<file path="src/rtl/hilo_mdu_sequencer.sv">
// rtl/hilo_mdu_sequencer.sv - iterative shift-add multiply/accumulate unit owning HI/LO
module hilo_mdu_sequencer #(
    parameter int BITS_PER_CYCLE = 2
) (
    input  logic        Clk,
    input  logic        Rst_n,
    input  logic        Start,
    input  logic [2:0]  Op,
    input  logic [31:0] A,
    input  logic [31:0] B,
    input  logic        HiLoRead,
    input  logic        Flush,
    output logic        Busy,
    output logic        Stall,
    output logic        Done,
    output logic [31:0] Hi,
    output logic [31:0] Lo
);
    localparam int         N     = 32 / BITS_PER_CYCLE;
    localparam logic [5:0] N_CNT = 6'(N);

    typedef enum logic [1:0] {ST_IDLE, ST_CALC, ST_FIX} state_t;
    state_t state, state_nxt;

    logic [63:0] mcand;
    logic [63:0] prod;
    logic [63:0] pp_sum;
    logic [63:0] prod_signed;
    logic [63:0] fix_val;
    logic [31:0] mplier;
    logic [31:0] mag_a;
    logic [31:0] mag_b;
    logic [5:0]  count;
    logic [1:0]  op_q;
    logic        neg;
    logic        op_signed;
    logic        issue_mul;
    logic        issue_mthi;
    logic        issue_mtlo;
    logic        fix_write;
    logic        done_set;

    // Signed ops multiply magnitudes; the sign is reapplied in FIX.
    assign op_signed = (Op[1:0] != 2'b01);
    assign mag_a     = (op_signed && A[31]) ? (~A + 32'd1) : A;
    assign mag_b     = (op_signed && B[31]) ? (~B + 32'd1) : B;

    always_comb begin
        state_nxt  = state;
        issue_mul  = 1'b0;
        issue_mthi = 1'b0;
        issue_mtlo = 1'b0;
        fix_write  = 1'b0;
        case (state)
            ST_IDLE: begin
                if (Start && !Flush) begin
                    if (!Op[2]) begin
                        issue_mul = 1'b1;
                        state_nxt = ST_CALC;
                    end else if (Op == 3'b100) begin
                        issue_mthi = 1'b1;
                    end else if (Op == 3'b101) begin
                        issue_mtlo = 1'b1;
                    end
                end
            end
            ST_CALC: begin
                if (Flush)
                    state_nxt = ST_IDLE;
                else if (count == 6'd1)
                    state_nxt = ST_FIX;
            end
            ST_FIX: begin
                state_nxt = ST_IDLE;
                fix_write = !Flush;
            end
            default: state_nxt = ST_IDLE;
        endcase
    end

    always_comb begin
        pp_sum = '0;
        for (int i = 0; i < BITS_PER_CYCLE; i++) begin
            if (mplier[i])
                pp_sum = pp_sum + (mcand << i);
        end
    end

    assign prod_signed = neg ? (~prod + 64'd1) : prod;

    always_comb begin
        fix_val = prod_signed;
        case (op_q)
            2'b10:   fix_val = {Hi, Lo} + prod_signed;
            2'b11:   fix_val = {Hi, Lo} - prod_signed;
            default: fix_val = prod_signed;
        endcase
    end

    assign Busy     = (state != ST_IDLE);
    assign Stall    = Busy & (Start | HiLoRead);
    // A write landing right after a Done cycle is not re-flagged, keeping Done a single-cycle pulse.
    assign done_set = (fix_write | issue_mthi | issue_mtlo) & ~Done;

    always_ff @(posedge Clk or negedge Rst_n) begin
        if (!Rst_n)
            state <= ST_IDLE;
        else
            state <= state_nxt;
    end

    always_ff @(posedge Clk or negedge Rst_n) begin
        if (!Rst_n) begin
            Hi     <= '0;
            Lo     <= '0;
            Done   <= 1'b0;
            mcand  <= '0;
            mplier <= '0;
            prod   <= '0;
            count  <= '0;
            neg    <= 1'b0;
            op_q   <= '0;
        end else begin
            Done <= done_set;
            case (state)
                ST_IDLE: begin
                    if (issue_mul) begin
                        mcand  <= {32'd0, mag_a};
                        mplier <= mag_b;
                        prod   <= '0;
                        count  <= N_CNT;
                        neg    <= op_signed & (A[31] ^ B[31]);
                        op_q   <= Op[1:0];
                    end
                    if (issue_mthi)
                        Hi <= A;
                    if (issue_mtlo)
                        Lo <= A;
                end
                ST_CALC: begin
                    prod   <= prod + pp_sum;
                    mcand  <= mcand << BITS_PER_CYCLE;
                    mplier <= mplier >> BITS_PER_CYCLE;
                    count  <= count - 6'd1;
                end
                ST_FIX: begin
                    if (fix_write)
                        {Hi, Lo} <= fix_val;
                end
                default: ;
            endcase
        end
    end
endmodule

</file>
<file path="config.mk">
export PLATFORM = sky130hd
export DESIGN_NAME = hilo_mdu_sequencer
export DESIGN_NICKNAME = d
export VERILOG_FILES = /design/src/rtl/hilo_mdu_sequencer.sv
export SDC_FILE = /design/constraint.sdc
export NUM_CORES = 1
export LEC_CHECK = 0
export ABC_AREA = 1
export CORE_ASPECT_RATIO = 0.5
export CORE_MARGIN = 4
export CORE_UTILIZATION = 35
export CTS_CLUSTER_DIAMETER = 80
export DETAILED_ROUTE_END_ITERATION = 16
export PLACE_DENSITY_LB_ADDON = 0.12
export SLEW_MARGIN = 10
export SYNTH_ARGS = -nofsm -noshare
export SYNTH_HDL_FRONTEND = slang
export SYNTH_SLANG_ARGS = --single-unit
</file>
<file path="constraint.sdc">
create_clock -name Clk -period 4.9 [get_ports Clk]
set_input_delay 0.98 -clock Clk [delete_from_list [all_inputs] [get_ports Clk]]
set_output_delay 0.98 -clock Clk [all_outputs]
set_load 0.005 [all_outputs]
</file>
Word level (Yosys, flattened, before mapping)
Cells that the tools add are included.
{"block": "totals", "in_bits": 72, "word_cells": 95, "output_inout_bits": 67, "regBits": 236}
{"block": "op_classes", "muxes": 38, "add_sub_neg": 8, "n_eq_ne": 15, "bitwise_logic": 11, "n_reduce_logical": 13}
{"op": "64-bit one-hot mux with 2 select lines", "n": 3}
{"op": "64-bit 2-to-1 mux", "n": 5}
{"op": "32-bit 2-to-1 mux", "n": 7}
{"op": "64-bit adder", "n": 3}
{"op": "32-bit one-hot mux with 2 select lines", "n": 3}
{"op": "32-bit by 1-bit adder with 32-bit output, second input constant", "n": 2}
{"op": "64-bit by 1-bit adder with 64-bit output, second input constant", "n": 1}
{"op": "32-bit inverter", "n": 2}
{"op": "64-bit inverter", "n": 1}
{"op": "64-bit subtractor", "n": 1}
{"op": "1-bit 2-to-1 mux", "n": 13}
{"op": "2-bit != test, second input constant", "n": 6}
{"op": "6-bit one-hot mux with 2 select lines", "n": 1}
{"op": "3-bit AND reduction", "n": 3}
{"op": "2-bit 2-to-1 mux", "n": 4}
{"op": "2-bit equality test, second input constant", "n": 3}
{"op": "3-bit equality test, second input constant", "n": 2}
{"op": "6-bit by 1-bit equality test with 1-bit output, second input constant", "n": 1}
{"op": "6-bit 2-to-1 mux", "n": 1}
{"op": "2-bit nonzero test", "n": 3}
{"op": "6-bit by 1-bit subtractor with 6-bit output, second input constant", "n": 1}
{"op": "2-bit one-hot mux with 2 select lines", "n": 1}
{"op": "2-bit AND reduction", "n": 2}
{"op": "1-bit AND", "n": 3}
{"op": "9 further kinds", "n": 13}

Logic depth before layout (Yosys ltp)
Gate-level depths: netlist of the first run.
{"block": "logic_depth", "ltp_word": 8, "ltp_mapped": 36, "mapped_depth_nobuf": 36}

Worst setup path after synthesis of the first run
No wires, ideal clock.
{"block": "synth_timing", "path_kind": "register to register", "from": "register mplier[0]", "to": "register prod[57]", "slack_ps": 81, "stages_incl_launch_ff": 31, "synth_period_minus_slack_ps": 4819, "t_required_ps": 4769, "n_path_buf": 2, "arrival_ps": 4688, "setup_time_ps": 131, "path_cell_list": "dfrtp_1 -> clkbuf_1 -> clkbuf_1 -> nand2_1 -> inv_1 -> ha_1 -> nand3_1 -> nand3_1 -> a21oi_1 -> o21ai_1 -> a21boi_0 -> o21ai_2 -> a21oi_1 -> inv_1 -> nand3_1 -> nand4_1 -> or2_2 -> nand3_1 -> o21ai_0 -> ha_1 -> nand2_1 -> nor2_1 -> inv_1 -> nor4_1 -> nand2_1 -> o21ai_0 -> nand3_1 -> nand2_1 -> a21oi_1 -> o21ai_0 -> o21ai_0"}
{"block": "synth_via", "elab_chain_cells": 5}
{"element": "start, declared", "line": "30", "source": "logic [31:0] mplier;"}
{"element": "start signal, assigned", "line": "129", "source": "mplier <= mag_b;"}
{"element": "start signal, assigned", "line": "143", "source": "mplier <= mplier >> BITS_PER_CYCLE;"}
{"element": "64-bit 2-to-1 mux *", "line": "84", "source": "if (mplier[i])"}
{"element": "64-bit adder", "line": "85", "source": "pp_sum = pp_sum + (mcand << i);"}
{"element": "64-bit 2-to-1 mux *", "line": "84"}
{"element": "64-bit adder *", "line": "141", "source": "prod <= prod + pp_sum;"}
{"element": "64-bit one-hot mux with 2 select lines *", "line": "125", "source": "case (state)"}
{"element": "end signal, assigned", "line": "141"}
{"element": "end, declared", "line": "26", "source": "logic [63:0] prod;"}
Mark *: on every way between the ends. The rest lies on a longest branch, timed or not.
A chain may end at the register's enable or synchronous reset.

Worst setup path after layout of the first run
{"block": "layout_timing", "from": "register prod[1]", "to": "register Hi[29]"}
{"block": "layout_via", "elab_chain_cells": 7}
{"element": "64-bit inverter", "line": "89", "source": "assign prod_signed = neg ? (~prod + 64'd1) : prod;"}
{"element": "64-bit by 1-bit adder with 64-bit output", "line": "89"}
{"element": "64-bit 2-to-1 mux *", "line": "89"}
{"element": "64-bit subtractor or 64-bit adder (tied branches)", "line": "95, 94"}
{"element": "64-bit one-hot mux with 2 select lines *", "line": "93", "source": "case (op_q)"}
{"element": "32-bit 2-to-1 mux *", "line": "147", "source": "if (fix_write)"}
{"element": "32-bit one-hot mux with 2 select lines *", "line": "125"}
{"element": "end signal, assigned", "line": "148", "source": "{Hi, Lo} <= fix_val;"}
{"element": "end, declared", "line": "16", "source": "output logic [31:0] Hi,"}
Mark *: on every way between the ends. The rest lies on a longest branch, timed or not. The select of a mux whose other input is x is not followed.

==> impl_metrics.tcl, run 1 <==
set metrics [dict create \
    clkLatencyLatePin_ns 0.62 \
    combPwrFrac_pct 82.1 \
    yosysSeqAreaShare_pct 20.5 \
    initial_core_util_pct 35.7 \
    cts-root-buf "clkbuf_16" \
    grtUsageTotal_pct 29.3 \
    hp-class "in2async" \
    cp_data_arrival_time_ns 5.30 \
    rsz0062_at_grt "true" \
    area.sequential_um2 5920 \
    post-place-ws_ns -0.333 \
    ys_seq_elements 236 \
    synthArstFlopShare_pct 100 \
    setup_viol 0 \
    synthFlopType "dfrtp_1" \
    yosys.cell_types.count 62 \
    cap_violations 0 \
    slowest_delay_ns 0.39 \
    die_height_um 211 \
    cts_tree "built" \
    final_cell_mix "nand2_1 (923), buf_4 (843), inv_1 (611)" \
    drt_iter0_markers 3348 \
    grt.overflow.total 0 \
    p_switching_mw 16.6 \
    syn_to_final_growth_pct 46.3 \
    vias 35900 \
    place.gp.congestion 0.974 \
    cts_inserted_buffers 28 \
    instances_no_fill 6719 \
    clkPwrFrac_pct 6.7 \
    grt_pass1_wl_mm 198 \
    first_pass_iters 5 \
    crit_type "reg2reg" \
    p_leak_nw 19.9 \
    drc 0 \
    swShare_pct 52.3 \
    syn-cell-area_um2 28800 \
    fin_util_pct 52.3 \
    die_x_um 413 \
    clk_pin_slew_ns 0.07 \
    diodes 0 \
    syn_area_per_cell_um2 6.13 \
    dieArea_um2 87100 \
    grt_pass1_vias 33000 \
    fin_skew_ns 0.0196 \
    clock-sinks 236 \
    final_common_cell "nand2_1" \
    fmax_mhz 208 \
    critical-path-slowest-cell "dfrtp_1" \
    p_seq_share_pct 11.2 \
    core_um2 80500 \
    rows 73 \
    dp.cells 6619 \
    cp.required_ns 5.39 \
    period_share_pct 98.2 \
    ys_warn_count 0 \
    period_minus_slack_ns 4.81 \
    viasPerCell 5.35 \
    p_per_area_nw_per_um2 754 \
    numPortBuffers 138 \
    p_int_mw 15.1 \
    multi_input_area_um2 23400 \
    worst_pin_slew_ns 0.844 \
    end_kind "flip-flop" \
    status "finished, final reports clean" \
    post_drt_wl_per_cell_um 20.1 \
    ir_drop_mv 0.373 \
    postCtsHoldBufs 0 \
    slew_violations 0 \
    dpl.hpwl_mm 110 \
    htree_levels 1 \
    wl_mm 135 \
    clk_path_buf_depth 3 \
    crit_fanout 4 \
    drtAntennaViolNets 0 \
    syn_nets 4965 \
    syn_inst 4696 \
    fillers 8159 \
    antenna_found_initial 0 \
    synth-edff-count 0 \
    nNetsFinal 5884 \
    finalHoldViolCount 0 \
    ios 139 \
    maxSlewHeadroom_pct 43.7 \
    drive_gt1_share_pct 29.9 \
    setup_slack_ns 0.0871 \
    startpoint_type "flip-flop" \
    grt_start_max_net_pins 69 \
]
[synth_stat cells (5+ instances only)]
| library cell | n | area share, % |
|---|---|---|
| o31ai_1 | 8 | 0.21 |
| o21ai_1 | 25 | 0.43 |
| a221oi_1 | 7 | 0.21 |
| ha_1 | 194 | 8.4 |
| xor2_1 | 115 | 3.5 |
| o21bai_1 | 38 | 0.99 |
| inv_1 | 644 | 8.4 |
| inv_2 | 10 | 0.13 |
| o2111ai_1 | 5 | 0.15 |
| or2_2 | 30 | 0.65 |
| a21o_1 | 36 | 0.94 |
| o221ai_1 | 34 | 1.0 |
| nor2_1 | 628 | 8.2 |
| nand3b_1 | 10 | 0.26 |
| o21ai_0 | 333 | 5.8 |
| xnor2_1 | 65 | 2.0 |
| nand2_1 | 1014 | 13 |
| buf_1 | 11 | 0.14 |
| nand2_2 | 37 | 0.80 |
| dfrtp_1 | 236 | 21 |
| nor3_1 | 46 | 0.80 |
| clkbuf_1 | 99 | 1.3 |
| nand4_1 | 50 | 1.1 |
| nor2_4 | 6 | 0.23 |
| a21oi_1 | 373 | 6.5 |
| o22ai_1 | 71 | 1.5 |
| o21a_1 | 19 | 0.50 |
| nor2_2 | 23 | 0.50 |
| nor4_1 | 36 | 0.78 |
| o311ai_0 | 7 | 0.21 |
| nor3_2 | 6 | 0.21 |
| o211ai_1 | 57 | 1.5 |
| a21boi_0 | 5 | 0.13 |
| buf_2 | 6 | 0.10 |
| nand3_1 | 250 | 4.3 |
| a31oi_1 | 106 | 2.3 |
[logic make-up (layout without fill, tap and decap cells)]
family	Yosys count	count (layout)	synth area share (%)
DFF	236	236	20.5
xor gates and xnor gates	180	180	5.48
AOI/OAI and AO/OA	1151	1151	23.4
and+or+nand+nor	2153	2153	31.7
adders and majority gates	197	197	8.65
buffers and inverters	779	1715	10.3
[through the flow]
step	hold slack [ns]	TNS [ns]	cell area, µm²	power, mW
final	0.330	0	42100	31.7
after global routing	0.377	-2.67	42100	33.9
after CTS	0.332	-0.0245	38500	28.0
after detailed placement	0.424	-6.43	37300	25.5
after global placement	0.416	-5.08	37300	25.4
after floorplan	0.423	0	28800	14.8
[sequential cells by signal, summed over array words and instances, names as in the netlist]
signal / cells
mcand: 64
count: 6
state: 2
neg: 1
Hi: 32
mplier: 32
op_q: 2
Lo: 32
prod: 64
Done: 1
[what timing repair did]
item,4_1_cts,5_1_grt
gates resized for setup,83,801
setup buffers,3,50
pin swaps,20,225
endpoints found under the setup margin,52,82
cloned,0,1
[final cells by class]
cell class,count,area share [%]
Inverter,658,5.87
Sequential cell,236,14.1
Multi-Input combinational cell,3681,55.5
Clock inverter,9,0.193
Timing Repair Buffer,1010,19.3
Clock buffer,38,1.87
Tap cell,1087,3.23
[power groups by stage]
stage / logic [mW] / registers, mW / clock network (mW)
finish: 26.0 / 3.56 / 2.12
global route: 28.1 / 3.62 / 2.23
CTS: 22.4 / 3.44 / 2.17
detailed placement: 22.1 / 3.46 / 0
global placement: 22.0 / 3.46 / 0
floorplan: 11.7 / 3.13 / 0
[critical path, delay by kind of cell (launching register included)]
family                     cells  cell delay, ns
xor gates and xnor gates       1            0.25
and+or+nand+nor               16            1.93
AOI/OAI and AO/OA              7            1.09
adders and majority gates      1            0.37
DFF                            1            0.39
buffers and inverters          5            0.62
[path summary, 6_finish.rpt]
check / start / endpoint / slack, ns / depth (start not counted)
setup / recovery: prod[1]$_DFFE_PN0P_ / Hi[29]$_DFFE_PN0P_ / 0.09 / 30
hold / removal: Rst_n / mplier[16]$_DFFE_PN0P_ / 0.33 / 1
setup reg to reg: prod[1]$_DFFE_PN0P_ / Hi[29]$_DFFE_PN0P_ / 0.09 / 30
hold reg to reg: Done$_DFF_PN0_ / Done$_DFF_PN0_ / 0.45 / 1
max in group asynchronous: Rst_n / prod[2]$_DFFE_PN0P_ / 3.46 / 2
min in group Clk: Done$_DFF_PN0_ / Done$_DFF_PN0_ / 0.45 / 1
[metal layers]
layer	vias up	global-route usage, %	part of all wire (%)
met5	-	0	0
met4	0	6.45	2.5
met3	144	5.73	8.5
met2	1215	40.5	39
met1	17000	46.1	50
li1	17600	-	-
Power figures use the tool's default switching activity.
==> run 2: changes to the inputs <==
Settings changed: CAP_MARGIN set to 20.
Clock period 4.9 ns to 4.6 ns, I/O delays scaled along.
==> impl_metrics.tcl, run 2 (synthesis results as in run 1) <==
set metrics [dict create \
    dpl.hpwl_mm 115 \
    slew_violations 0 \
    htree_levels 1 \
    clk_pin_slew_ns 0.07 \
    fin_skew_ns 0.0174 \
    p_leak_nw 23.3 \
    period_minus_slack_ns 4.77 \
    clk_path_buf_depth 3 \
    drc 0 \
    hp-class "in2async" \
    post_drt_wl_per_cell_um 20.7 \
    drtAntennaViolNets 0 \
    nNetsFinal 6386 \
    area.sequential_um2 5920 \
    dieArea_um2 87100 \
    wl_mm 150 \
    rsz0062_at_grt "true" \
    viasPerCell 5.39 \
    worst_pin_slew_ns 1.13 \
    fmax_mhz 210 \
    vias 39000 \
    top_regs "mcand (64), prod (64)" \
    grt.overflow.total 0 \
    p_per_area_nw_per_um2 847 \
    status "complete, but fails checks" \
    cp_num_buf_inv 9 \
    reg2reg_depth 33 \
    final_common_cell "buf_4" \
    grt_start_max_net_pins 94 \
    rows 73 \
    grt_pass1_vias 35800 \
    numPortBuffers 138 \
    postCtsHoldBufs 0 \
    multi_input_area_um2 27400 \
    startpoint_type "flip-flop" \
    grt_pass1_wl_mm 214 \
    finalHoldViolCount 0 \
    critical-path-slowest-cell "dfrtp_1" \
    clock-sinks 236 \
    die_x_um 413 \
    setup_slack_ns -0.172 \
    core_um2 80500 \
    cts-root-buf "clkbuf_16" \
    cap_violations 0 \
    post-place-ws_ns -0.733 \
    drt_iter0_markers 3784 \
    end_kind "flip-flop" \
    cp_num_cells 33 \
    slowest_delay_ns 0.38 \
    setup_viol 35 \
    die_height_um 211 \
    cp_data_arrival_time_ns 5.23 \
    syn_to_final_growth_pct 75.3 \
    fillers 7128 \
    cts_tree "built" \
    ios 139 \
    period_share_pct 104 \
    first_pass_iters 6 \
    diodes 0 \
    crit_family "simple AND/OR/NAND/NOR gates" \
    ir_drop_mv 0.670 \
    grtUsageTotal_pct 31.6 \
    final_cell_mix "buf_4 (1,266), nand2_1 (809), inv_1 (514)" \
    violations "setup timing" \
    crit_fanout 6 \
    cp.required_ns 5.05 \
    drive_gt1_share_pct 46.1 \
    clkLatencyLatePin_ns 0.61 \
    crit_type "reg2reg" \
    maxSlewHeadroom_pct 24.3 \
    place.gp.congestion 0.986 \
    fin_util_pct 62.6 \
    antenna_found_initial 1 \
    cts_inserted_buffers 27 \
    initial_core_util_pct 35.7 \
]
==> run 2: path summary, 6_finish.rpt <==
path | to | slack [ns] | start
worst min-delay path | mplier[7]$_DFFE_PN0P_ | 0.31 | Rst_n
worst max-delay path | Hi[23]$_DFFE_PN0P_ | -0.17 | prod[1]$_DFFE_PN0P_
worst min register to register | Done$_DFF_PN0_ | 0.42 | Done$_DFF_PN0_
worst max register to register | Hi[23]$_DFFE_PN0P_ | -0.17 | prod[1]$_DFFE_PN0P_
min in group Clk | Done$_DFF_PN0_ | 0.42 | Done$_DFF_PN0_
max in group asynchronous | Hi[21]$_DFFE_PN0P_ | 3.22 | Rst_n
==> run 2: routing by layer <==
layer  track usage, %  routed length, µm
met5                0                  0
met4             6.31               3590
met3             5.91              13300
met2             44.7              60700
met1             49.3              71900
==> run 2: repair_timing <==
item	in CTS	in global routing
pin swaps	192	501
endpoints found under the setup margin	77	89
gates resized for setup	752	1187
buffers inserted	94	105
gates cloned	1	2
==> run 2: layout make-up <==
class,count,area share (%)
multi-input combinational,3681,54.4
tap,1087,2.70
clock buffer,36,1.51
inverter,658,4.96
timing repair buffer,1513,24.3
clock inverter,14,0.365
sequential,236,11.8
==> run 2: where the power goes <==
| group | internal, mW | switching, mW | leakage [nW] | total [mW] |
|---|---|---|---|---|
| logic | 16.9 | 19.6 | 19.9 | 36.5 |
| clock network | 1.38 | 1.04 | 0.455 | 2.43 |
| registers | 2.77 | 1.04 | 2.94 | 3.82 |
==> run 2: metrics by stage <==
step	area, µm²	instances	hold WS (ns)	total power, mW	setup TNS [ns]
after global placement	40100	6988	0.415	29.5	-25.98
after floorplan	28800	4696	0.423	15.8	0
after detailed placement	40100	6988	0.415	29.6	-26.39
after global routing	50400	7225	0.383	45.1	-14.28
after CTS	44800	7129	0.347	35.3	-1.72
final	50400	7225	0.306	42.7	-2.50
